`src/rtl/cell_rle_loader.sv`:
```
// ---------------------------------------------------------------------------
// cell_rle_loader
//
// Writer side of the 1-bit cell-state RAM. Decodes a run-length token stream
// into row-major per-cell writes (addr = y*COLS + x), one cell per clock, so
// an initial board can be seeded before the evolution logic and the VGA
// scan-out start reading it. The top muxes wr_en/wr_addr/wr_data onto the RAM.
//
// Ports
//   clk          : system/pixel clock, all logic on the rising edge
//   rst_n        : asynchronous active-low reset
//   start        : 1-cycle pulse, begin loading a frame at address 0 (IDLE only)
//   tok_valid    : token present on tok_run/tok_live/tok_eol/tok_last
//   tok_ready    : loader accepts a token this cycle
//   tok_run      : number of cells to write with tok_live (0 = none)
//   tok_live     : cell value for the run
//   tok_eol      : after the run, pad the rest of the current row with 0
//   tok_last     : after run/eol, pad the rest of the frame with 0 and finish
//   wr_en        : RAM write enable
//   wr_addr      : RAM write address
//   wr_data      : RAM write data
//   busy         : high while a frame is being loaded
//   done         : 1-cycle pulse when the frame is complete
//   err_overflow : sticky, a run did not fit on the board; cleared by start
// ---------------------------------------------------------------------------
module cell_rle_loader #(
   parameter int COLS   = 40,
   parameter int ROWS   = 30,
   parameter int ADDR_W = 24,
   parameter int RUN_W  = 8
) (
   input  logic              clk,
   input  logic              rst_n,
   input  logic              start,
   input  logic              tok_valid,
   output logic              tok_ready,
   input  logic [RUN_W-1:0]  tok_run,
   input  logic              tok_live,
   input  logic              tok_eol,
   input  logic              tok_last,
   output logic              wr_en,
   output logic [ADDR_W-1:0] wr_addr,
   output logic              wr_data,
   output logic              busy,
   output logic              done,
   output logic              err_overflow
);

   localparam int X_W = (COLS > 1) ? $clog2(COLS) : 1;
   localparam int Y_W = (ROWS > 1) ? $clog2(ROWS) : 1;
   localparam logic [X_W-1:0] X_MAX = X_W'(COLS - 1);
   localparam logic [Y_W-1:0] Y_MAX = Y_W'(ROWS - 1);

   typedef enum logic [2:0] {
      IDLE,
      ACCEPT,
      RUN,
      EOL_PAD,
      TAIL_PAD,
      DONE
   } state_t;

   state_t state;
   state_t state_next;

   logic [X_W-1:0]    x;
   logic [Y_W-1:0]    y;
   logic [ADDR_W-1:0] addr;
   logic [RUN_W-1:0]  run_left;
   logic              live_q;
   logic              eol_q;
   logic              last_q;
   logic              err_q;

   logic x_wrap;
   logic at_last_cell;
   logic writing;
   logic take;

   // The current write lands on the last column when x wraps; when that is
   // also the last row the board is complete after this cycle's write.
   assign x_wrap       = (x == X_MAX);
   assign at_last_cell = x_wrap && (y == Y_MAX);
   assign writing      = (state == RUN) || (state == EOL_PAD) || (state == TAIL_PAD);
   assign take         = (state == ACCEPT) && tok_valid;

   // State register. Reset is asynchronous so wr_en, which decodes from the
   // state, drops the moment rst_n falls.
   always_ff @(posedge clk or negedge rst_n) begin
      if (!rst_n) begin
         state <= IDLE;
      end else begin
         state <= state_next;
      end
   end

   // Next-state logic. Every write state checks for the last cell first so
   // the board can never be written past COLS*ROWS-1; leftover run or pad
   // cells are simply dropped. "Row finished after this write" is x_wrap.
   always_comb begin
      state_next = state;
      case (state)
         IDLE: begin
            if (start) begin
               state_next = ACCEPT;
            end
         end
         ACCEPT: begin
            if (tok_valid) begin
               if (tok_run != '0) begin
                  state_next = RUN;
               end else if (tok_eol && (x != '0)) begin
                  state_next = EOL_PAD;
               end else if (tok_last) begin
                  state_next = TAIL_PAD;
               end else begin
                  state_next = ACCEPT;
               end
            end
         end
         RUN: begin
            if (at_last_cell) begin
               state_next = DONE;
            end else if (run_left == RUN_W'(1)) begin
               if (eol_q && !x_wrap) begin
                  state_next = EOL_PAD;
               end else if (last_q) begin
                  state_next = TAIL_PAD;
               end else begin
                  state_next = ACCEPT;
               end
            end
         end
         EOL_PAD: begin
            if (at_last_cell) begin
               state_next = DONE;
            end else if (x_wrap) begin
               state_next = last_q ? TAIL_PAD : ACCEPT;
            end
         end
         TAIL_PAD: begin
            if (at_last_cell) begin
               state_next = DONE;
            end
         end
         DONE: begin
            state_next = IDLE;
         end
         default: begin
            state_next = IDLE;
         end
      endcase
   end

   // Position counters, latched token and the overflow flag. addr is kept as
   // a running counter alongside x/y so no multiplier is needed. It stops on
   // the last cell so it never points outside the board.
   always_ff @(posedge clk or negedge rst_n) begin
      if (!rst_n) begin
         x        <= '0;
         y        <= '0;
         addr     <= '0;
         run_left <= '0;
         live_q   <= 1'b0;
         eol_q    <= 1'b0;
         last_q   <= 1'b0;
         err_q    <= 1'b0;
      end else begin
         if ((state == IDLE) && start) begin
            x     <= '0;
            y     <= '0;
            addr  <= '0;
            err_q <= 1'b0;
         end
         if (take) begin
            run_left <= tok_run;
            live_q   <= tok_live;
            eol_q    <= tok_eol;
            last_q   <= tok_last;
         end
         if (writing && !at_last_cell) begin
            addr <= addr + ADDR_W'(1);
            if (x_wrap) begin
               x <= '0;
               y <= y + Y_W'(1);
            end else begin
               x <= x + X_W'(1);
            end
         end
         if (state == RUN) begin
            run_left <= run_left - RUN_W'(1);
            if (at_last_cell && (run_left > RUN_W'(1))) begin
               err_q <= 1'b1;
            end
         end
      end
   end

   // Output decode, purely from the state so every output follows reset
   // immediately. Only RUN writes the token value; both pad states write 0.
   always_comb begin
      tok_ready    = 1'b0;
      wr_en        = 1'b0;
      wr_data      = 1'b0;
      busy         = 1'b0;
      done         = 1'b0;
      wr_addr      = addr;
      err_overflow = err_q;
      case (state)
         ACCEPT: begin
            tok_ready = 1'b1;
            busy      = 1'b1;
         end
         RUN: begin
            wr_en   = 1'b1;
            wr_data = live_q;
            busy    = 1'b1;
         end
         EOL_PAD, TAIL_PAD: begin
            wr_en = 1'b1;
            busy  = 1'b1;
         end
         DONE: begin
            done = 1'b1;
         end
         default: begin
            tok_ready = 1'b0;
         end
      endcase
   end

endmodule
```
`config.mk`:
```
export PLATFORM = sky130hd
export DESIGN_NAME = cell_rle_loader
export DESIGN_NICKNAME = d
export VERILOG_FILES = /design/src/rtl/cell_rle_loader.sv
export SDC_FILE = /design/constraint.sdc
export NUM_CORES = 1
export LEC_CHECK = 0
export BUFFER_PORTS_ARGS = -buffer_cell sky130_fd_sc_hd__buf_2
export CAP_MARGIN = 30
export CORE_ASPECT_RATIO = 1.4
export CORE_UTILIZATION = 51
export CTS_CLUSTER_DIAMETER = 120
export DETAILED_ROUTE_END_ITERATION = 16
export GPL_TIMING_DRIVEN = 0
export PLACE_DENSITY = 0.84
export SYNTH_ARGS = -nofsm -noshare
export SYNTH_HDL_FRONTEND = slang
export SYNTH_SLANG_ARGS = --single-unit
```
`constraint.sdc`:
```
create_clock -name clk -period 2.1 [get_ports clk]
set_clock_uncertainty 0.2 [all_clocks]
set_input_delay 0.105 -clock clk [delete_from_list [all_inputs] [get_ports clk]]
set_output_delay 0.105 -clock clk [all_outputs]
set_load 0.05 [all_outputs]
```
# == Yosys cells after proc, flatten, opt, wreduce, memory -nomap -nowiden ==
# Index checks and enable logic that the tools add are counted.
# totals
output_inout_bits,30
regBits,50
# classes
n_addsub,4
eq_ne,13
mux,31
reduce_logical,19
magnitude_cmp,1
# ops
operator,count
$mux 24,2
$mux 3,12
$add 24x1->24 const B,1
$mux 6,3
$mux 8,2
$mux 5,3
$pmux 3 s5,1
$eq 8x1->1 const B,1
$gt 8x1->1 const B,1
$mux 1,8
$reduce_bool 8->1,1
$sub 8x1->8 const B,1
$logic_and 1x1->1,7
$add 6x1->6 const B,1
$eq 3x2->1 const B,2
$eq 3x3->1 const B,2
$eq 6x6->1 const B,1
$ne 2x2->1 const B,3
$reduce_bool 6->1,1
$add 5x1->5 const B,1
$eq 5x5->1 const B,1
$reduce_and 5->1,1
$reduce_bool 2->1,2
$reduce_or 4->1,1
7 further kinds,9

# == Longest topological paths before layout ==
# Gate-level depths: netlist of the first run.
# logic_depth
ltp_word,7
mapped_depth,8
mapped_depth_nobuf,6

# == Worst setup path before layout of the first run ==
# No wires, ideal clock.
# synth_timing
kind,flip-flop to flip-flop
from,reg state[0]
to,reg state[2]
setup_ns,0.083
t_arrival_ns,2.547
path_slack_ns,-0.729
stages_incl_launch_ff,6
synth_period_minus_slack_ns,2.829
n_path_buf,1
path_cell_list,dfrtp_1 -> clkbuf_1 -> nor3b_1 -> nand3_1 -> o221a_2 -> o21ai_0
# synth_via
elab_chain_cells,3
word_cells_on_any_way,12
classes_between,eq/ne: 9; mux: 1; reduce/logical: 2
# synth_lines
element,line_no,rtl
"start, declared",63,state_t state;
"start signal, assigned",93,state <= state_next;
"$eq 3x2->1, or another cell as far along",102,case (state)
"$ne 3x2->1 (no line), or another cell as far along",n/a,
$reduce_and 5->1 (no line),n/a,
# Parallel ways exist; a longest one is shown, timed or not.
# A chain may end at the register's enable or synchronous reset.

# == Final worst setup path of the first run ==
# layout_timing
from,reg state[1]
to,reg y[3]
# layout_via
elab_chain_cells,5
word_cells_on_any_way,11
classes_between,eq/ne: 3; mux: 3; reduce/logical: 5
# layout_lines
element,line_no,rtl
$logic_not 3->1 / $eq 3x2->1 (equally long branches),"169, 84",
$logic_and 1x1->1 / $logic_or 1x1->1 (equally long branches),"169, 84",
$mux 5 / $logic_or 1x1->1 (equally long branches),"169, 84",
$mux 5 / $logic_and 1x1->1 (equally long branches),"183, 181",
$mux 5 (*),181,if (writing && !at_last_cell) begin
"end signal, assigned",185,y <= y + Y_W'(1);
"end, declared",67,logic [Y_W-1:0] y;
# Every way passes the cells marked *; elsewhere a longest branch is shown, timed or not.

==> results of run 1 <==
==> cell type report <==
type / count / share of cell area (%)
multi-input cells: 248 / 44.5
flip-flops and latches: 50 / 32.5
repair buffers: 79 / 13.8
plain buffers: 17 / 3.42
well taps: 68 / 2.20
clock buffers: 5 / 1.78
inverters: 13 / 1.26
clock inverters: 3 / 0.614
==> power groups by stage <==
stage | sequential [uW] | combinational [uW] | clock [uW]
after floorplan | 1650 | 1330 | 0
after global placement | 1460 | 1980 | 0
after detailed placement | 1470 | 2040 | 0
after CTS | 1460 | 2350 | 601
after global routing | 1540 | 2760 | 639
final | 1500 | 2580 | 598
==> worst min path at each step <==
| stage | slack (ps) | cells after the start | end |
|---|---|---|---|
| floorplan | -390 | 0 | eol_q |
| global placement | 100 | 3 | live_q |
| detailed placement | -150 | 1 | wr_addr[3] |
| CTS | 50 | 3 | y[3] |
| global route | 80 | 2 | wr_addr[3] |
| finish | 30 | 2 | wr_addr[3] |
==> per-layer routing <==
layer | vias to the layer above | global-route usage, % | part of all wire (%)
li1 | 1405 | - | -
met1 | 1445 | 30.0 | 39
met2 | 142 | 47.2 | 52
met3 | 39 | 3.86 | 5.1
met4 | 0 | 16.0 | 3.9
met5 | - | 0 | 0
==> placed cells by master (no fill, tap or decap), types with 4 or more instances in the layout <==
master / synthesis / final
dfrtp_1: 50 / 45
buf_2: 5 / 43
nand2_1: 42 / 42
buf_4: 0 / 29
nand3_1: 27 / 26
nor2_1: 18 / 18
nand4_1: 16 / 16
mux2i_1: 16 / 16
inv_1: 13 / 13
a21oi_1: 13 / 13
o21ai_0: 14 / 12
dlygate4sd3_1: 0 / 12
and3_1: 7 / 7
clkbuf_8: 0 / 6
nor4_1: 8 / 6
nor3_1: 6 / 6
ha_1: 7 / 6
clkbuf_1: 11 / 5
nand2b_1: 5 / 5
dfrtp_2: 0 / 5
buf_6: 0 / 4
or3_1: 4 / 4
o31ai_1: 5 / 4
and2_1: 5 / 4
==> synthesized netlist by cell type (all sizes together), types with 2 or more instances <==
master	number	share of area, %
ha	7	3.0
nor4bb	2	0.68
and3	7	1.5
o221a	3	1.2
o21ai	14	2.4
a311oi	4	1.2
nor2	18	2.3
a2111o	2	0.77
and4	3	0.90
a32o	2	0.68
nand2b	5	1.1
nor3	6	1.0
inv	13	1.7
or3	4	0.85
clkbuf	11	1.4
buf	6	0.98
nand4bb	2	0.77
a31oi	4	0.85
nand2	42	5.4
nand4	16	3.4
mux2i	16	5.5
a32oi	3	0.90
nor2b	2	0.43
o31ai	5	1.3
o21bai	2	0.51
nor4	8	1.7
a21oi	13	2.2
nor3b	4	1.0
a22oi	3	0.77
nand3	27	4.6
dfrtp	50	43
a221oi	2	0.60
and2	5	1.1
or3b	2	0.60
o211ai	3	0.77
==> cell families (layout without fill, tap and decap cells) <==
family	count (synthesis)	after routing	synth area share, %
DFF	50	50	42.7
adders and majority gates	7	7	2.99
and+or+nand+nor	156	156	28.2
muxes	17	17	5.84
AOI/OAI and AO/OA	68	68	16.3
buffers and inverters	30	117	4.05
==> sequential cells by signal, indices dropped and copies added, names as in the netlist <==
| signal | count |
|---|---|
| err_overflow | 1 |
| run_left | 8 |
| live_q | 1 |
| state | 3 |
| y | 5 |
| eol_q | 1 |
| wr_addr | 24 |
| last_q | 1 |
| x | 6 |
==> per-stage QoR <==
stage / total power, uW / setup TNS (ps) / area (sq um)
after floorplan: 2980 / -0.436 / 2990
after global routing: 4940 / -2220 / 3870
after detailed placement: 3510 / -8050 / 3310
final: 4680 / -316 / 3870
after CTS: 4410 / -159 / 3740
after global placement: 3440 / -5550 / 3290
==> timing repair <==
item / in CTS / in global routing
setup buffers: 12 / 10
resized for setup: 32 / 20
endpoints found under the setup margin: 48 / 41
endpoints found under the hold margin: 62 / 0
hold buffers: 12 / 0
pin swaps: 5 / 5
==> results.txt, run 1 <==
# placed instances: 441
Post-synth EDFFs: 0
Reg2Reg Depth: 6
Util after Layout: 70.1%
final WL: 8.35 mm
delay-heaviest family, CP: simple AND/OR/NAND/NOR gates
Die X: 66.1 um
total die area: 0.00606 sq mm
gr ovfl total: 0
CTS root buf: clkbuf_8
register share of total power: 32.1%
Leak: 0.00183 uW
Crit Path Max Fanout: 7
# fillers: 414
Finished Layout Cells: 483
multi-input logic area: 0.00172 sq mm
most frequent CP cell: buf_6
Antenna Cells: 0
crit path to: y[3]
height of the chip: 91.7 um
worst setup margin: -133 ps
peak supply drop: 0.000954 V
Tcrit/Tclk final: 106%
cell count along the critical path: 6
Starting Density: 53.1%
R2R Path Start: state[1]
max_slew headroom: 61.9%
Clk pwr share: 12.8%
Synth Warn #: 0
Clock Path Buffers: 2
drt drc: 0
sequential area share after synthesis: 42.7%
ANT nets after route: 0
I/O Buffers: 44
H-tree lvl count: 2
Mapped Area: 0.00293 sq mm
worst min path class: in2async
gpl congestion: 0.890
Via density: 6.28
P per Cell Area: 1210 mW/mm^2
CP Cell Sequence: or3b_1 -> buf_6 -> a2111o_1 -> buf_6 -> or3_1 -> a21oi_1
Worst Path Required: 2150 ps
Gate power share: 55.1%
All-Layer GR Usage: 27.0%
Clock Latency Late Sink: 320 ps
Crit Reg-Reg Endpoint: y[3]
Seq cells post-synth: 50
initial antenna violation count: 0
FF+latch area: 0.00126 sq mm
I/O pin cnt: 45
status: complete, but fails checks
number of global-route vias before repair: 2,855
Final Setup Violations: 6
1st-iter DRT viols: 313
Post-Syn Nets: 350
global-route wire length before repair: 12.6 mm
CTS tree: built
Setup crit end kind: flop
Async S/R FF share, synth: 100%
Max stage delay on crit path: 460 ps
Core Area: 0.00553 sq mm
share of cells above drive strength 1: 28.7%
pin slew with the least headroom to its limit: 567 ps
violated checks: setup timing
Critical Path AT: 2290 ps
synthesized area per cell: 8.94 sq um
clock-pin slew on the worst setup and hold paths: 110 ps
fin. max-slew vios: 0
max_cap viols: 0
worst setup path class: reg2reg
via count: 3,031
pre-CTS setup slack: -371 ps
nature of the critical path startpoint: flop
nets: 436
crit path buf inv count: 2
largest net degree at the start of global routing: 36
hold_ws: 32.3 ps
Post-Syn Instances: 328
WL per Instance: 17.3 um
fmax: 448 MHz
worst setup path start: state[1]
Critical Path Slowest Stage Cell: dfrtp_1
Tmin final: 2230 ps
switching share of power: 48.0%
Internal: 2440 uW
Core Rows: 32
HPWL Detailed: 5.28 mm
RSZ-0062 raised after global routing: true
Num CTS Buffers: 5
Top FF cell, synth: dfrtp_1
TritonRoute pass-1 iters: 5
R2R setup slack: -130 ps
area grow syn2layout: 32.1%
switching pwr: 2240 uW
final hold violation count: 0
clock sinks: 50
Netlist cell types: 49
No activity file was read; power rests on OpenSTA's default activity.
==> run 2, diff against run 1 <==
--- a/config.mk
+++ b/config.mk
@@ -8,6 +8,7 @@
 export BUFFER_PORTS_ARGS = -buffer_cell sky130_fd_sc_hd__buf_2
 export CAP_MARGIN = 30
 export CORE_ASPECT_RATIO = 1.4
+export CORE_MARGIN = 2
 export CORE_UTILIZATION = 51
 export CTS_CLUSTER_DIAMETER = 120
 export DETAILED_ROUTE_END_ITERATION = 16
==> run 2 against run 1 <==
The run still ends with setup timing left. Maximum frequency is 0.11% higher. First-iteration DRC count fell by 34%. Combinational power is 6% higher. Via count increased by 0.59%. Count of clock-buffer cells in the layout is 1 higher.
==> results.txt, run 2 (same netlist as run 1, synthesis figures left out) <==
status: complete, but fails checks
violated checks: setup timing
most common cell after layout, fill and taps aside: dfrtp_1
Post-Route Setup TNS: -302 ps (+13.4 ps)
worst min path class: in2reg
nature of the critical path startpoint: flop
I/O Buffers: 44 (unchanged)
Max stage delay on crit path: 450 ps (about the same)
worst setup margin: -131 ps (+2.44 ps)
Antenna Cells: 0 (unchanged)
nets: 438 (+0.46%)
All-Layer GR Usage: 26.8% (-0.14 points)
CTS tree: built
clock-pin slew on the worst setup and hold paths: 100 ps (about the same)
Die X: 68.1 um (+3.0%)
commonest non-fill, non-tap cells in the layout: dfrtp_1, buf_2, nand2_1
Util after Layout: 71.3% (+1.2 points)
Starting Density: 53.1% (unchanged)
Post-Place Cell Area: 0.00331 sq mm (unchanged)
Num CTS Buffers: 5 (unchanged)
RSZ-0062 raised after global routing: true
HPWL Detailed: 5.30 mm (+0.36%)
area grow syn2layout: 34.3%
# placed instances: 441 (unchanged)
gpl congestion: 0.910 (+2.3%)
gr ovfl total: 0 (unchanged)
Tmin final: 2230 ps (-2.44 ps)
Setup crit end kind: flop
Core Area: 0.00553 sq mm (unchanged)
H-tree lvl count: 2 (unchanged)
Clock Latency Late Sink: 310 ps (about the same)
Critical Path Slowest Stage Cell: dfrtp_1
Critical Path AT: 2280 ps (about the same)
Core Rows: 32 (unchanged)
R2R setup slack: -130 ps (about the same)
total die area: 0.00638 sq mm (+5.3%)
max_cap viols: 0 (unchanged)
height of the chip: 93.7 um (+2.2%)
initial antenna violation count: 0 (unchanged)
final hold violation count: 0 (unchanged)
number of global-route vias before repair: 2,859 (+0.14%)
ANT nets after route: 0 (unchanged)
pin slew with the least headroom to its limit: 624 ps (+57.2 ps)
global-route wire length before repair: 13.2 mm (+4.7%)
I/O pin cnt: 45 (unchanged)
max_slew headroom: 58.4% (-3.5 points)
CP Cell Sequence: ha_4 -> buf_4 -> buf_4 -> nand4bb_1 -> a2111o_1 -> buf_6 -> or3_4 -> a21oi_2
Leak: 0.00186 uW (+1.6%)
CTS root buf: clkbuf_8
max FFs per register: 24 (unchanged)
final WL: 8.55 mm (+2.3%)
share of cells above drive strength 1: 30.5% (+1.8 points)
Finished Layout Cells: 485 (+0.41%)
via count: 3,049 (+0.59%)
1st-iter DRT viols: 208 (-34%)
TritonRoute pass-1 iters: 5 (unchanged)
most frequent CP cell: buf_4
Crit Path Max Fanout: 8 (+1)
total power: 4820 uW (+2.9%)
Worst Path Required: 2150 ps (about the same)
design area: 0.00394 sq mm (+1.6%)
Clock Path Buffers: 2 (unchanged)
Final Setup Violations: 8 (+2)
clock sinks: 50 (unchanged)
largest net degree at the start of global routing: 28 (-22%)
P per Cell Area: 1220 mW/mm^2 (+1.2%)
WL per Instance: 17.6 um (+1.9%)
fin. max-slew vios: 0 (unchanged)
Via density: 6.29 (+0.18%)
fmax: 448 MHz (+0.11%)
Tcrit/Tclk final: 106% (-0.12 points)
drt drc: 0 (unchanged)
worst setup path class: reg2reg
peak supply drop: 0.00119 V (+25%)
# fillers: 396 (-4.3%)
[run 2: changes by cell type in the layout (fill, tap and decap cells not counted), sizes merged]
cell	change
clkinvlp	-2
clkinv	+2
inv	-1
clkbuf	+3
[run 2: final timing paths]
kind / from / end / depth (start not counted)
worst max-delay path: x[1] / y[3] / 8
worst min-delay path: start / y[3] / 3
worst max register to register: x[1] / y[3] / 8
worst min register to register: wr_addr[23] / wr_addr[23] / 1
max in group asynchronous: rst_n / state[0] / 3
min in group asynchronous: rst_n / wr_addr[2] / 2
[run 2: final cells by class]
type                       count  area (sq um)  area share, %
buffer                        17           146           3.72
tap                           68          85.1           2.16
clock inverter                 2          13.8          0.350
inverter                      13          48.8           1.24
multi-input combinational    248          1740           44.2
timing repair buffer          81           573           14.6
sequential                    50          1260           31.9
clock buffer                   6          72.6           1.84
[run 2: layer usage]
| metal | wire length, um | track usage, % | up-vias |
|---|---|---|---|
| met4 | 259 | 13.2 | 0 |
| met1 | 3280 | 32.0 | 1458 |
| met5 | 0 | 0 | - |
| met2 | 4550 | 45.6 | 158 |
| li1 | - | - | 1408 |
| met3 | 461 | 4.20 | 25 |
[run 2: critical path, delay by kind of cell, from the launching register on]
kind            cells  cell delay [ps]
compound gates      2              540
flops               1              450
simple gates        2              450
buf+inv             3              370
fa+ha+maj           1              170
[run 2: power breakdown]
group,internal (uW),total [uW],switching [uW]
sequential,1190,1500,312
combinational,1110,2730,1620
clock,236,585,348
[run 2: metrics by stage]
stage          worst slack [ps]  hold slack, ps
3_3_place_gp               -397            98.9
4_1_cts                   -69.5            40.6
5_1_grt                    -174            28.6
2_1_floorplan            -0.436            -391
3_5_place_dp               -400           -55.5
6_report                   -131            29.3
[run 2: repair_timing]
item,CTS,global route
gates cloned,0,1
hold endpoints to repair,34,0
setup buffers,16,7
pin swaps,4,8
endpoints found under the setup margin,49,43
gates resized for setup,29,41
hold buffers,12,0
